`src/rtl/edge_pkg.sv`:
```
`default_nettype none
//------------------------------------------------------------------------------
// Module : edge_pkg -- scan sequencer state encoding and window constants. Rev 1.0
//------------------------------------------------------------------------------
package edge_pkg;

  typedef enum logic [2:0] {
    ST_IDLE      = 3'd0,
    ST_CHECK     = 3'd1,
    ST_READ      = 3'd2,
    ST_CALC_REQ  = 3'd3,
    ST_CALC_WAIT = 3'd4,
    ST_WRITE     = 3'd5,
    ST_NEXT      = 3'd6,
    ST_DONE      = 3'd7
  } state_e;

  localparam int WIN_SIZE  = 3;
  localparam int WIN_TAPS  = WIN_SIZE * WIN_SIZE;
  localparam int WIN_IDX_W = 4;
  localparam int PIX_W     = 8;

endpackage
`default_nettype wire

```
`src/rtl/scan_counter_2d.sv`:
```
`default_nettype none
//------------------------------------------------------------------------------
// Module : scan_counter_2d -- raster x/y counter, x inner. Rev 1.0
//------------------------------------------------------------------------------
module scan_counter_2d
  import edge_pkg::*;
#(
  parameter int IMG_W = 8,
  parameter int IMG_H = 8
) (
  input  logic                       clk_i,
  input  logic                       rst_i,
  input  logic                       clear_i,
  input  logic                       inc_i,
  output logic [$clog2(IMG_W)-1:0]   x_o,
  output logic [$clog2(IMG_H)-1:0]   y_o,
  output logic                       last_o
);

  localparam int XW = $clog2(IMG_W);
  localparam int YW = $clog2(IMG_H);

  logic [XW-1:0] x_q, x_d;
  logic [YW-1:0] y_q, y_d;
  logic          x_end, y_end;

  assign x_end = (x_q == XW'(IMG_W - 1));
  assign y_end = (y_q == YW'(IMG_H - 1));

  always_comb begin
    x_d = x_q;
    y_d = y_q;
    if (clear_i) begin
      x_d = '0;
      y_d = '0;
    end else if (inc_i) begin
      if (x_end) begin
        x_d = '0;
        y_d = y_end ? '0 : y_q + YW'(1);
      end else begin
        x_d = x_q + XW'(1);
      end
    end
  end

  always_ff @(posedge clk_i) begin
    if (rst_i) begin
      x_q <= '0;
      y_q <= '0;
    end else begin
      x_q <= x_d;
      y_q <= y_d;
    end
  end

  assign x_o    = x_q;
  assign y_o    = y_q;
  assign last_o = x_end && y_end;

endmodule
`default_nettype wire

```
`src/rtl/edge_scan_controller.sv`:
```
`default_nettype none
//------------------------------------------------------------------------------
// Module : edge_scan_controller -- 3x3 window fetch / kernel / write-back
// sequencer. Define BORDER_COPY_EN to copy border pixels instead of zeroing. Rev 1.0
//------------------------------------------------------------------------------
module edge_scan_controller
  import edge_pkg::*;
#(
  parameter int IMG_W  = 8,
  parameter int IMG_H  = 8,
  parameter int ADDR_W = 16
) (
  input  logic                  clk_i,
  input  logic                  rst_i,
  input  logic                  start_i,
  input  logic [ADDR_W-1:0]     src_base_i,
  input  logic [ADDR_W-1:0]     dst_base_i,
  output logic                  busy_o,
  output logic                  done_o,
  output logic [ADDR_W-1:0]     avm_address_o,
  output logic                  avm_read_o,
  output logic                  avm_write_o,
  output logic [PIX_W-1:0]      avm_writedata_o,
  input  logic [PIX_W-1:0]      avm_readdata_i,
  input  logic                  avm_waitrequest_i,
  output logic                  win_valid_o,
  output logic [WIN_IDX_W-1:0]  win_idx_o,
  output logic [PIX_W-1:0]      win_data_o,
  output logic                  calc_start_o,
  input  logic                  calc_done_i,
  input  logic [PIX_W-1:0]      calc_result_i
);

  localparam int XW = $clog2(IMG_W);
  localparam int YW = $clog2(IMG_H);

  state_e                 state_q;
  logic                   busy_q, done_q, read_q, write_q, calc_start_q, border_rd_q;
  logic [ADDR_W-1:0]      addr_q, src_q, dst_q;
  logic [PIX_W-1:0]       wdata_q;
  logic [WIN_IDX_W-1:0]   idx_q;

  logic [XW-1:0]          x;
  logic [YW-1:0]          y;
  logic                   last, cnt_clear, cnt_inc, border;
  logic [ADDR_W-1:0]      pix_off, src_ctr, dst_pix;

  assign cnt_clear = (state_q == ST_IDLE) && start_i;
  assign cnt_inc   = (state_q == ST_NEXT) && !last;

  scan_counter_2d #(.IMG_W(IMG_W), .IMG_H(IMG_H)) u_cnt (
    .clk_i   (clk_i),
    .rst_i   (rst_i),
    .clear_i (cnt_clear),
    .inc_i   (cnt_inc),
    .x_o     (x),
    .y_o     (y),
    .last_o  (last)
  );

  assign border  = (x == '0) || (x == XW'(IMG_W - 1)) || (y == '0) || (y == YW'(IMG_H - 1));
  assign pix_off = ADDR_W'(y) * ADDR_W'(IMG_W) + ADDR_W'(x);
  assign src_ctr = src_q + pix_off;
  assign dst_pix = dst_q + pix_off;

  // Tap address relative to the centre pixel; wraps modulo 2^ADDR_W.
  function automatic logic [ADDR_W-1:0] tap_addr(input logic [ADDR_W-1:0] ctr,
                                                 input logic [WIN_IDX_W-1:0] idx);
    logic [ADDR_W-1:0] dy, dx;
    dy = ADDR_W'(idx / WIN_IDX_W'(WIN_SIZE));
    dx = ADDR_W'(idx % WIN_IDX_W'(WIN_SIZE));
    return ctr + dy * ADDR_W'(IMG_W) + dx - ADDR_W'(IMG_W + 1);
  endfunction

  always_ff @(posedge clk_i) begin
    if (rst_i) begin
      state_q      <= ST_IDLE;
      busy_q       <= 1'b0;
      done_q       <= 1'b0;
      read_q       <= 1'b0;
      write_q      <= 1'b0;
      calc_start_q <= 1'b0;
      border_rd_q  <= 1'b0;
      addr_q       <= '0;
      src_q        <= '0;
      dst_q        <= '0;
      wdata_q      <= '0;
      idx_q        <= '0;
    end else begin
      case (state_q)
        ST_IDLE: begin
          done_q <= 1'b0;
          if (start_i) begin
            src_q   <= src_base_i;
            dst_q   <= dst_base_i;
            busy_q  <= 1'b1;
            state_q <= ST_CHECK;
          end
        end
        ST_CHECK: begin
          idx_q <= '0;
          if (border) begin
`ifdef BORDER_COPY_EN
            border_rd_q <= 1'b1;
            read_q      <= 1'b1;
            addr_q      <= src_ctr;
            state_q     <= ST_READ;
`else
            write_q     <= 1'b1;
            wdata_q     <= '0;
            addr_q      <= dst_pix;
            state_q     <= ST_WRITE;
`endif
          end else begin
            border_rd_q <= 1'b0;
            read_q      <= 1'b1;
            addr_q      <= tap_addr(src_ctr, '0);
            state_q     <= ST_READ;
          end
        end
        ST_READ: begin
          if (!avm_waitrequest_i) begin
            if (border_rd_q) begin
              border_rd_q <= 1'b0;
              read_q      <= 1'b0;
              wdata_q     <= avm_readdata_i;
              write_q     <= 1'b1;
              addr_q      <= dst_pix;
              state_q     <= ST_WRITE;
            end else if (idx_q == WIN_IDX_W'(WIN_TAPS - 1)) begin
              read_q       <= 1'b0;
              calc_start_q <= 1'b1;
              state_q      <= ST_CALC_REQ;
            end else begin
              idx_q  <= idx_q + WIN_IDX_W'(1);
              addr_q <= tap_addr(src_ctr, idx_q + WIN_IDX_W'(1));
            end
          end
        end
        ST_CALC_REQ: begin
          calc_start_q <= 1'b0;
          state_q      <= ST_CALC_WAIT;
        end
        ST_CALC_WAIT: begin
          if (calc_done_i) begin
            wdata_q <= calc_result_i;
            write_q <= 1'b1;
            addr_q  <= dst_pix;
            state_q <= ST_WRITE;
          end
        end
        ST_WRITE: begin
          if (!avm_waitrequest_i) begin
            write_q <= 1'b0;
            state_q <= ST_NEXT;
          end
        end
        ST_NEXT: begin
          if (last) begin
            busy_q  <= 1'b0;
            done_q  <= 1'b1;
            state_q <= ST_DONE;
          end else begin
            state_q <= ST_CHECK;
          end
        end
        ST_DONE: begin
          done_q  <= 1'b0;
          state_q <= ST_IDLE;
        end
        default: state_q <= ST_IDLE;
      endcase
    end
  end

  assign busy_o          = busy_q;
  assign done_o          = done_q;
  assign avm_address_o   = addr_q;
  assign avm_read_o      = read_q;
  assign avm_write_o     = write_q;
  assign avm_writedata_o = wdata_q;
  assign calc_start_o    = calc_start_q;
  // Window strobe marks the accepting cycle of a kernel tap read only.
  assign win_valid_o     = (state_q == ST_READ) && read_q && !avm_waitrequest_i && !border_rd_q;
  assign win_idx_o       = idx_q;
  assign win_data_o      = win_valid_o ? avm_readdata_i : '0;

endmodule
`default_nettype wire

```
`config.mk`:
```
export PLATFORM = sky130hd
export DESIGN_NAME = edge_scan_controller
export DESIGN_NICKNAME = d
export VERILOG_FILES = /design/src/rtl/edge_pkg.sv /design/src/rtl/scan_counter_2d.sv /design/src/rtl/edge_scan_controller.sv
export SDC_FILE = /design/constraint.sdc
export NUM_CORES = 1
export LEC_CHECK = 0
export ABC_AREA = 1
export CAP_MARGIN = 10
export CORE_MARGIN = 2
export CORE_UTILIZATION = 30
export DETAILED_ROUTE_END_ITERATION = 10
export PLACE_DENSITY_LB_ADDON = 0.15
export SYNTH_ARGS = -nofsm -noshare
export SYNTH_HDL_FRONTEND = slang
export SYNTH_SLANG_ARGS = --single-unit
```
`constraint.sdc`:
```
create_clock -name clk_i -period 15.2 [get_ports clk_i]
set_input_delay 3.04 -clock clk_i [delete_from_list [all_inputs] [get_ports clk_i]]
set_output_delay 3.04 -clock clk_i [all_outputs]
set_load 0.02 [all_outputs]
```
==> impl_metrics.env, run 1 <==
export IMPL_tritoncts="done"
export IMPL_synth_top_area_share_pct=23.4
export IMPL_p_total_mw=2.06
export IMPL_syn_inst=945
export IMPL_fmax_mhz=128
export IMPL_crit_arrival_ps=4750
export IMPL_cp_data_required_time_ps=12160
export IMPL_htree_levels=3
export IMPL_synth_most_common_cell="nand2_1"
export IMPL_post_dp_cell_area_um2=7550
export IMPL_root_buffer="clkbuf_16"
export IMPL_nets=1154
export IMPL_viasPerCell=4.65
export IMPL_port_buffer_count=94
export IMPL_cts_max_path_buffers=2
export IMPL_fin_setup_tns_ps=0
export IMPL_cts_sinks=74
export IMPL_fin_util_pct=37.7
export IMPL_yosys_top_cells_count="nand2_1, inv_1, a21oi_1"
export IMPL_avgSynthCellArea_um2=6.69
export IMPL_io_pins=95
export IMPL_relSlewSlack_pct=40.5
export IMPL_synth_compound_area_share_pct=19.5
export IMPL_coreArea_um2=20800
export IMPL_diodes=0
export IMPL_die_w_um=149
export IMPL_antenna_found_initial=0
export IMPL_setup_viol=0
export IMPL_finalHoldViolations=0
export IMPL_multi_input_area_um2=4110
export IMPL_finalCritPeriodShare_pct=51.2
export IMPL_synth_largest_area_cell="dfxtp_1"
export IMPL_clock_latency_ps=350
export IMPL_power_density_nw_per_um2=263
export IMPL_holdWs_ps=457
export IMPL_startpoint_type="input port"
export IMPL_cp_max_fo=6
export IMPL_drive_gt1_share_pct=6.47
export IMPL_num_vias=6097
export IMPL_endpoint_kind="primary output"
export IMPL_ant_nets=0
export IMPL_ys_warn_count=0
export IMPL_async_reset_ff_share_pct=0
export IMPL_seq_area_frac_synth_pct=23.4
export IMPL_first_iter_violations=314
export IMPL_muxShareOfSynthArea_pct=0
export IMPL_numCtsBuffers=9
export IMPL_cts_hold_buffers=0
export IMPL_dr_pass1_iters=5
export IMPL_worst_setup_path_type="in2out"
export IMPL_ir_drop_mv=0.161
export IMPL_gr_total_overflow=0
export IMPL_synth_distinct_cells=45
export IMPL_clk_pin_slew_ps=60
export IMPL_status="completed"
export IMPL_yosys_area_share_adder_pct=15.6
export IMPL_synthFlopType="dfxtp_1"
export IMPL_syn_num_nets=1068
export IMPL_n_fill_cell=2249
export IMPL_seqCellArea_um2=1480
export IMPL_hpwl_mm=14.4
export IMPL_stdcell_area_um2=7840
export IMPL_grt_usage_pct=16.5
export IMPL_synthXorXnorAreaFrac_pct=3.88
export IMPL_finalCriticalPeriod_ps=7790
export IMPL_hold_class="reg2reg"
export IMPL_syn_to_final_growth_pct=24.0
export IMPL_ys_ff_latch=74
export IMPL_maxSlewViolCount=0
export IMPL_fin_skew_ps=10.3
export IMPL_rows=53
export IMPL_leakage_nw=3.51
export IMPL_synth_top_family_by_area="simple AND/OR/NAND/NOR gates"
export IMPL_die_h_um=149
export IMPL_start_util_pct=30.4
export IMPL_die_area_um2=22200
export IMPL_yosys_area_share_simple_pct=26.0
export IMPL_drv_cap=0
export IMPL_synth_edf_count=0
export IMPL_cts_resized=0
export IMPL_rsz0062_at_grt="no"
export IMPL_grt_pass1_wl_mm=29.0
export IMPL_tightest_slew_ps=889
export IMPL_grt_pass1_vias=5607
export IMPL_drc_errors=0
export IMPL_synth_area_leaders="dfxtp_1, ha_1, nand2_1"
export IMPL_syn_area_um2=6320
export IMPL_wl_per_cell_um=13.7
export IMPL_post_cts_buffers=0
export IMPL_gp_congestion=0.831
export IMPL_grt_max_degree=67
export IMPL_wl_mm=17.9
-- worst paths after layout --
| check | start | to | slack (ps) | cells past startpoint |
|---|---|---|---|---|
| max | avm_waitrequest_i | win_data_o[4] | 7410 | 7 |
| min | dst_q[5]$_SDFFE_PP0P_ | dst_q[5]$_SDFFE_PP0P_ | 460 | 2 |
| max reg2reg | win_idx_o[0]$_SDFFE_PP0P_ | avm_address_o[13]$_SDFFE_PP0P_ | 9590 | 36 |
| min reg2reg | dst_q[5]$_SDFFE_PP0P_ | dst_q[5]$_SDFFE_PP0P_ | 460 | 2 |
-- kinds of logic after synthesis --
family                   Yosys count
AND/OR/NAND/NOR                  355
AO/OA/AOI/OAI                    229
buffers and inverters            192
flip-flops                        74
adder cells (fa/ha/maj)           70
XOR/XNOR                          25
-- where the power goes --
part / internal, mW / total, mW / switching (mW) / leakage (nW)
Sequential: 0.243 / 0.285 / 0.0419 / 0.608
Clock: 0.128 / 0.219 / 0.0913 / 0.143
Combinational: 0.578 / 1.55 / 0.977 / 2.76
-- final cells by class --
class	count	area share [%]
clock buffer	10	2.92
clock inverter	6	0.830
inverter	168	8.04
multi-input combinational	679	52.4
sequential	74	18.9
tap	275	4.39
timing repair buffer	99	12.5
-- per-layer routing --
layer / track usage, % / routed length (um) / part of all wire [%] / vias to the layer above
met5: 0 / 0 / 0 / -
met4: 4.81 / 225 / 1.3 / 0
met3: 2.39 / 527 / 2.9 / 13
met2: 25.6 / 8090 / 45 / 86
met1: 23.8 / 9070 / 51 / 2739
li1: - / - / - / 3259
-- flip-flops by register name, summed over array words and instances, names as in the netlist --
name / cells
u_cnt.x_o: 3
win_idx_o: 4
done_o: 1
avm_write_o: 1
calc_start_o: 1
dst_q: 16
avm_address_o: 16
avm_writedata_o: 8
busy_o: 1
u_cnt.y_o: 3
src_q: 16
state_q: 3
avm_read_o: 1
-- cell usage in the layout (no fill, tap or decap), drive strengths merged, types with 2 or more instances in the layout --
cell type	synthesis	final
nor2	74	74
a211oi	13	13
o211ai	2	2
nand3	70	70
o21ai	93	93
a31oi	7	7
a21oi	102	102
inv	166	167
dfxtp	74	74
clkdlybuf4s50	0	94
fa	15	15
xor2	22	22
nor3	14	14
clkbuf	20	10
nand4	7	7
ha	55	55
nand3b	5	5
buf	4	5
o2111ai	2	2
o21bai	2	2
xnor2	3	3
o22ai	2	2
or2	5	5
clkinv	2	5
nand2	180	180
-- worst max-delay path: stages --
cell             delay (ps)
clkdlybuf4s50_1         460
inv_1                   140
nand2_1                 120
nor2_1                  140
inv_1                   120
nor2_1                  100
clkdlybuf4s50_1         620
-- stage by stage --
stage,cells,worst slack (ps)
2_1_floorplan,945,8140
3_3_place_gp,1295,7490
3_5_place_dp,1295,7420
4_1_cts,1311,7410
5_1_grt,1311,7280
6_report,1311,7410
No activity file was read; power rests on OpenSTA's default activity.
==> inputs of run 2 (changes only) <==
Clock period 15.2 ns to 6.4 ns, I/O delays scaled along.
==> impl_metrics.env, run 2 (synthesis gave the netlist of run 1 again) <==
export IMPL_hold_class="reg2reg"
export IMPL_final_cell_mix="nand2_1, inv_1, a21oi_1"
export IMPL_leakage_nw=3.54
export IMPL_grt_pass1_wl_mm=30.9
export IMPL_post_cts_buffers=0
export IMPL_ir_drop_mv=0.433
export IMPL_antenna_found_initial=0
export IMPL_die_w_um=149
export IMPL_syn_to_final_growth_pct=24.9
export IMPL_numCtsBuffers=9
export IMPL_gp_congestion=0.854
export IMPL_fin_setup_tns_ps=0
export IMPL_fin_skew_ps=12.8
export IMPL_placed_cells=1296
export IMPL_die_h_um=149
export IMPL_drive_gt1_share_pct=6.56
export IMPL_grt_pass1_vias=5976
export IMPL_rows=53
export IMPL_finalCriticalPeriod_ps=5410
export IMPL_final_cells=1312
export IMPL_hpwl_mm=14.8
export IMPL_dr_pass1_iters=5
export IMPL_grt_usage_pct=17.7
export IMPL_tritoncts="done"
export IMPL_clk_pin_slew_ps=70
export IMPL_final_common_cell="nand2_1"
export IMPL_tightest_slew_ps=733
export IMPL_r2r_cells=37
export IMPL_startpoint_type="flip-flop"
export IMPL_power_density_nw_per_um2=640
export IMPL_cts_hold_buffers=0
export IMPL_drc_errors=0
export IMPL_whs_path_depth=2
export IMPL_worst_setup_path_type="reg2reg"
export IMPL_gr_total_overflow=0
export IMPL_rsz0062_at_grt="no"
export IMPL_htree_levels=3
export IMPL_wl_mm=18.9
export IMPL_coreArea_um2=20800
export IMPL_drv_cap=0
export IMPL_fmax_mhz=185
export IMPL_port_buffer_count=94
export IMPL_slowest_delay_ps=510
export IMPL_wl_per_cell_um=14.4
export IMPL_num_vias=6187
export IMPL_maxSlewViolCount=0
export IMPL_viasPerCell=4.72
export IMPL_crit_top_cell="nand2_1"
export IMPL_setup_viol=0
export IMPL_status="completed"
export IMPL_start_util_pct=30.4
export IMPL_diodes=0
export IMPL_root_buffer="clkbuf_16"
export IMPL_cts_resized=0
export IMPL_cp_data_required_time_ps=6680
export IMPL_first_iter_violations=320
export IMPL_finalHoldViolations=0
export IMPL_cts_sinks=74
export IMPL_endpoint_kind="flip-flop"
export IMPL_clock_latency_ps=360
export IMPL_io_pins=95
export IMPL_relSlewSlack_pct=51.1
export IMPL_crit_arrival_ps=5700
export IMPL_cts_max_path_buffers=2
export IMPL_nets=1155
export IMPL_n_fill_cell=2262
export IMPL_grt_max_degree=67
export IMPL_cp_slowest_cell="fa_1"
export IMPL_setup_slack_ps=985
export IMPL_finalCritPeriodShare_pct=84.6
export IMPL_die_area_um2=22200
export IMPL_pre_cts_slack_ps=1050
export IMPL_ant_nets=0
export IMPL_cp_max_fo=9
==> run 2: through the flow <==
step	util [%]	total power, mW	hold WS (ps)	instance area, um2
3_3_place_gp	36.3	4.44	446	7550
2_1_floorplan	-	3.48	428	6320
5_1_grt	37.9	5.68	482	7900
4_1_cts	37.9	5.06	455	7900
3_5_place_dp	36.3	4.42	444	7550
6_report	37.9	5.06	455	7900
==> run 2: layout make-up <==
type	count	area, um2	share of cell area (%)
clock buffers	10	229	2.90
clock inverters	6	113	1.43
inverters	168	631	7.99
multi-input cells	679	4110	52.1
flip-flops and latches	74	1480	18.8
well taps	275	344	4.36
repair buffers	100	986	12.5
==> run 2: worst paths after layout <==
path                               endpoint                      start  slack, ps
max          avm_address_o[15]$_SDFFE_PP0P_  win_idx_o[0]$_SDFFE_PP0P_        990
min                   dst_q[4]$_SDFFE_PP0P_      dst_q[4]$_SDFFE_PP0P_        460
max reg2reg  avm_address_o[15]$_SDFFE_PP0P_  win_idx_o[0]$_SDFFE_PP0P_        990
min reg2reg           dst_q[4]$_SDFFE_PP0P_      dst_q[4]$_SDFFE_PP0P_        460
==> run 2: power breakdown <==
group / internal (mW) / switching (mW) / total [mW]
clock: 0.383 / 0.222 / 0.605
sequential: 0.578 / 0.102 / 0.680
combinational: 1.39 / 2.38 / 3.77
==> run 2: routing by layer <==
metal	part of all wire [%]	global-route usage (%)	wire (um)
met1	50	24.5	9390
met2	46	28.9	8730
met3	3.5	3.30	654
met4	0.85	3.62	161
met5	0	0	0
==> run 2: worst max-delay path: cells and delay by family, from the launching register on <==
| family | cells | cell delay (ps) |
|---|---|---|
| compound gates | 6 | 910 |
| buf+inv | 8 | 500 |
| simple gates | 16 | 1420 |
| flops | 1 | 470 |
| fa+ha+maj | 7 | 1990 |
==> patch, RTL diff (settings of run 2) <==
The 8 states of `state_e` get a one-hot encoding in 8 bits.
--- a/src/rtl/edge_pkg.sv
+++ b/src/rtl/edge_pkg.sv
@@ -4,15 +4,15 @@
 //------------------------------------------------------------------------------
 package edge_pkg;
 
-  typedef enum logic [2:0] {
-    ST_IDLE      = 3'd0,
-    ST_CHECK     = 3'd1,
-    ST_READ      = 3'd2,
-    ST_CALC_REQ  = 3'd3,
-    ST_CALC_WAIT = 3'd4,
-    ST_WRITE     = 3'd5,
-    ST_NEXT      = 3'd6,
-    ST_DONE      = 3'd7
+  typedef enum logic [7:0] {
+    ST_IDLE      = 8'b00000001,
+    ST_CHECK     = 8'b00000010,
+    ST_READ      = 8'b00000100,
+    ST_CALC_REQ  = 8'b00001000,
+    ST_CALC_WAIT = 8'b00010000,
+    ST_WRITE     = 8'b00100000,
+    ST_NEXT      = 8'b01000000,
+    ST_DONE      = 8'b10000000
   } state_e;
 
   localparam int WIN_SIZE  = 3;
Formal check against the unedited RTL: same outputs for any inputs over 10 cycles, from zero or initial values and one cycle with rst_i high; not proved beyond that.
==> patch against run 2 <==
Sequential cell count is 5 higher; fmax is 2.6% higher; routed wire length is 1.3% higher; cell area is 0.17% higher; synthesized area is 1.5% higher; critical path depth is 4 lower; highest routed layer unchanged; worst setup slack better by 0.14 ns.
Power is not compared: it rests on default switching activity, and its combinational part moved more than twofold at a synthesized area within 25%.
==> patch: results (changes against run 2) <==
The via count of the first global-routing pass is 5,910 (-1.1%). The cell total after placement was 1,307 (+0.85%). The final HPWL from detailed placement came out at 15,040 µm (+1.4%).

The post-placement worst setup slack is 1.150 ns (+0.09552 ns). The quantity of gates resized following cts came out at 0 (unchanged). The share of post-route cells with drive strength above 1 came out at 4.676% (-1.9 points). The critical-path maximum fanout came out at 8 (-1). The proportion of synthesized chip area in sequential cells was 24.65% (+1.2 points).

The proportion of total power due to net switching is 48.54%. The synthesized net count is 1,079 (+1.0%). The layout-stage area growth over the synthesis result is 23.26%. The via density per instance came to 4.712 (about the same). The number of fill cells in the layout came to 2,240 (-0.97%). The part of the cycle the worst path needs came out at 82.45% (-2.2 points).

The count of mapped cells out of synthesis came to 956 (+1.2%). The worst reg-to-reg setup slack is 1.12 ns (+0.14 ns). In the synthesized netlist, the cells that appear most often are 182 x sky130_fd_sc_hd__nand2_1, 152 x sky130_fd_sc_hd__inv_1, 98 x sky130_fd_sc_hd__nor2_1. The wire length per cell is 14.49 µm (+0.43%). The maximum number of pins on one net before global-route repair is 50 (-25%). The vias after detailed routing came out at 6,234 (+0.76%).

Sorting the synthesized cells by area gives the leading types as sky130_fd_sc_hd__dfxtp_1 25%, sky130_fd_sc_hd__ha_1 11%, sky130_fd_sc_hd__nand2_1 11%, sky130_fd_sc_hd__inv_1 8.9%, sky130_fd_sc_hd__a21oi_1 6.0%. The worst-case headroom to the max-slew limit is 20.16% (-31 points). The standard cell area after detailed placement was 0.007631 mm² (+1.0%). The distinct cell type count after synthesis is 50 (+11%). The first-pass GRT wire length came out at 30,910 µm (about the same). The final worst clock skew came to 0.01065 ns (-0.002120 ns). The DRC marker count from the first detailed-route iteration is 301 (-5.9%). The run finished with clean final reports.

The endpoint of the worst-slack reg-to-reg timing path is avm_address_o[11]. The hold-critical path endpoint is avm_write_o. The worst reg-to-reg path cell count is 33 (-11%).

The global routing usage summed across all routing layers is 17.42% (-0.30 points). The startpoint identified for the worst hold timing path is avm_write_o. The worst hold-check slack came out at 0.4630 ns (+0.007780 ns). The number of nets in the layout came out at 1,166 (+0.95%).
-- patch: per-layer routing --
layer  share of wire [%]  vias to the layer above  track usage (%)
li1                    -                     3294                -
met1                  52                     2828            25.07
met2                  44                       99            27.28
met3                 3.3                       13            2.727
met4                 1.0                        0            4.151
met5                   0                        -                0
-- patch: cell families (layout without fill, tap and decap cells) --
logic type	Yosys count	in the layout	synth area share [%]
simple gates	390	390	27.13
compound gates	207	207	17.84
buf+inv	182	274	11.04
flops	79	79	24.65
fa+ha+maj	70	70	15.41
xor+xnor	28	28	3.939
-- patch: worst max-delay path by stage --
| stage | from | to | cells past startpoint |
|---|---|---|---|
| floorplan | win_idx_o[0] | avm_address_o[11] | 33 |
| global placement | win_idx_o[0] | avm_address_o[11] | 33 |
| detailed placement | win_idx_o[0] | avm_address_o[11] | 33 |
| CTS | win_idx_o[0] | avm_address_o[11] | 33 |
| global route | win_idx_o[0] | avm_address_o[11] | 33 |
| finish | win_idx_o[0] | avm_address_o[11] | 33 |
-- patch: power by group through the flow --
stage	sequential [mW]	combinational, mW	clock (mW)
2_1_floorplan	0.658	1.36	0
3_3_place_gp	0.654	1.83	0
3_5_place_dp	0.654	1.83	0
4_1_cts	0.644	1.84	0.513
5_1_grt	0.656	2.15	0.531
6_report	0.644	1.84	0.494
-- patch: critical path, delay by kind of cell, from the launching register on --
kind	cells	cell delay [ns]
DFF	1	0.47
buffers and inverters	6	0.37
and+or+nand+nor	15	1.67
AOI/OAI and AO/OA	5	0.64
adders and majority gates	7	2.03
-- patch: cell type report --
class                   instances  area share (%)
inverters                     158           7.499
clock inverters                 4          0.3955
well taps                     275           4.351
repair buffers                100           12.47
multi-input cells             695           52.18
clock buffers                  12           3.117
flip-flops and latches         79           20.00
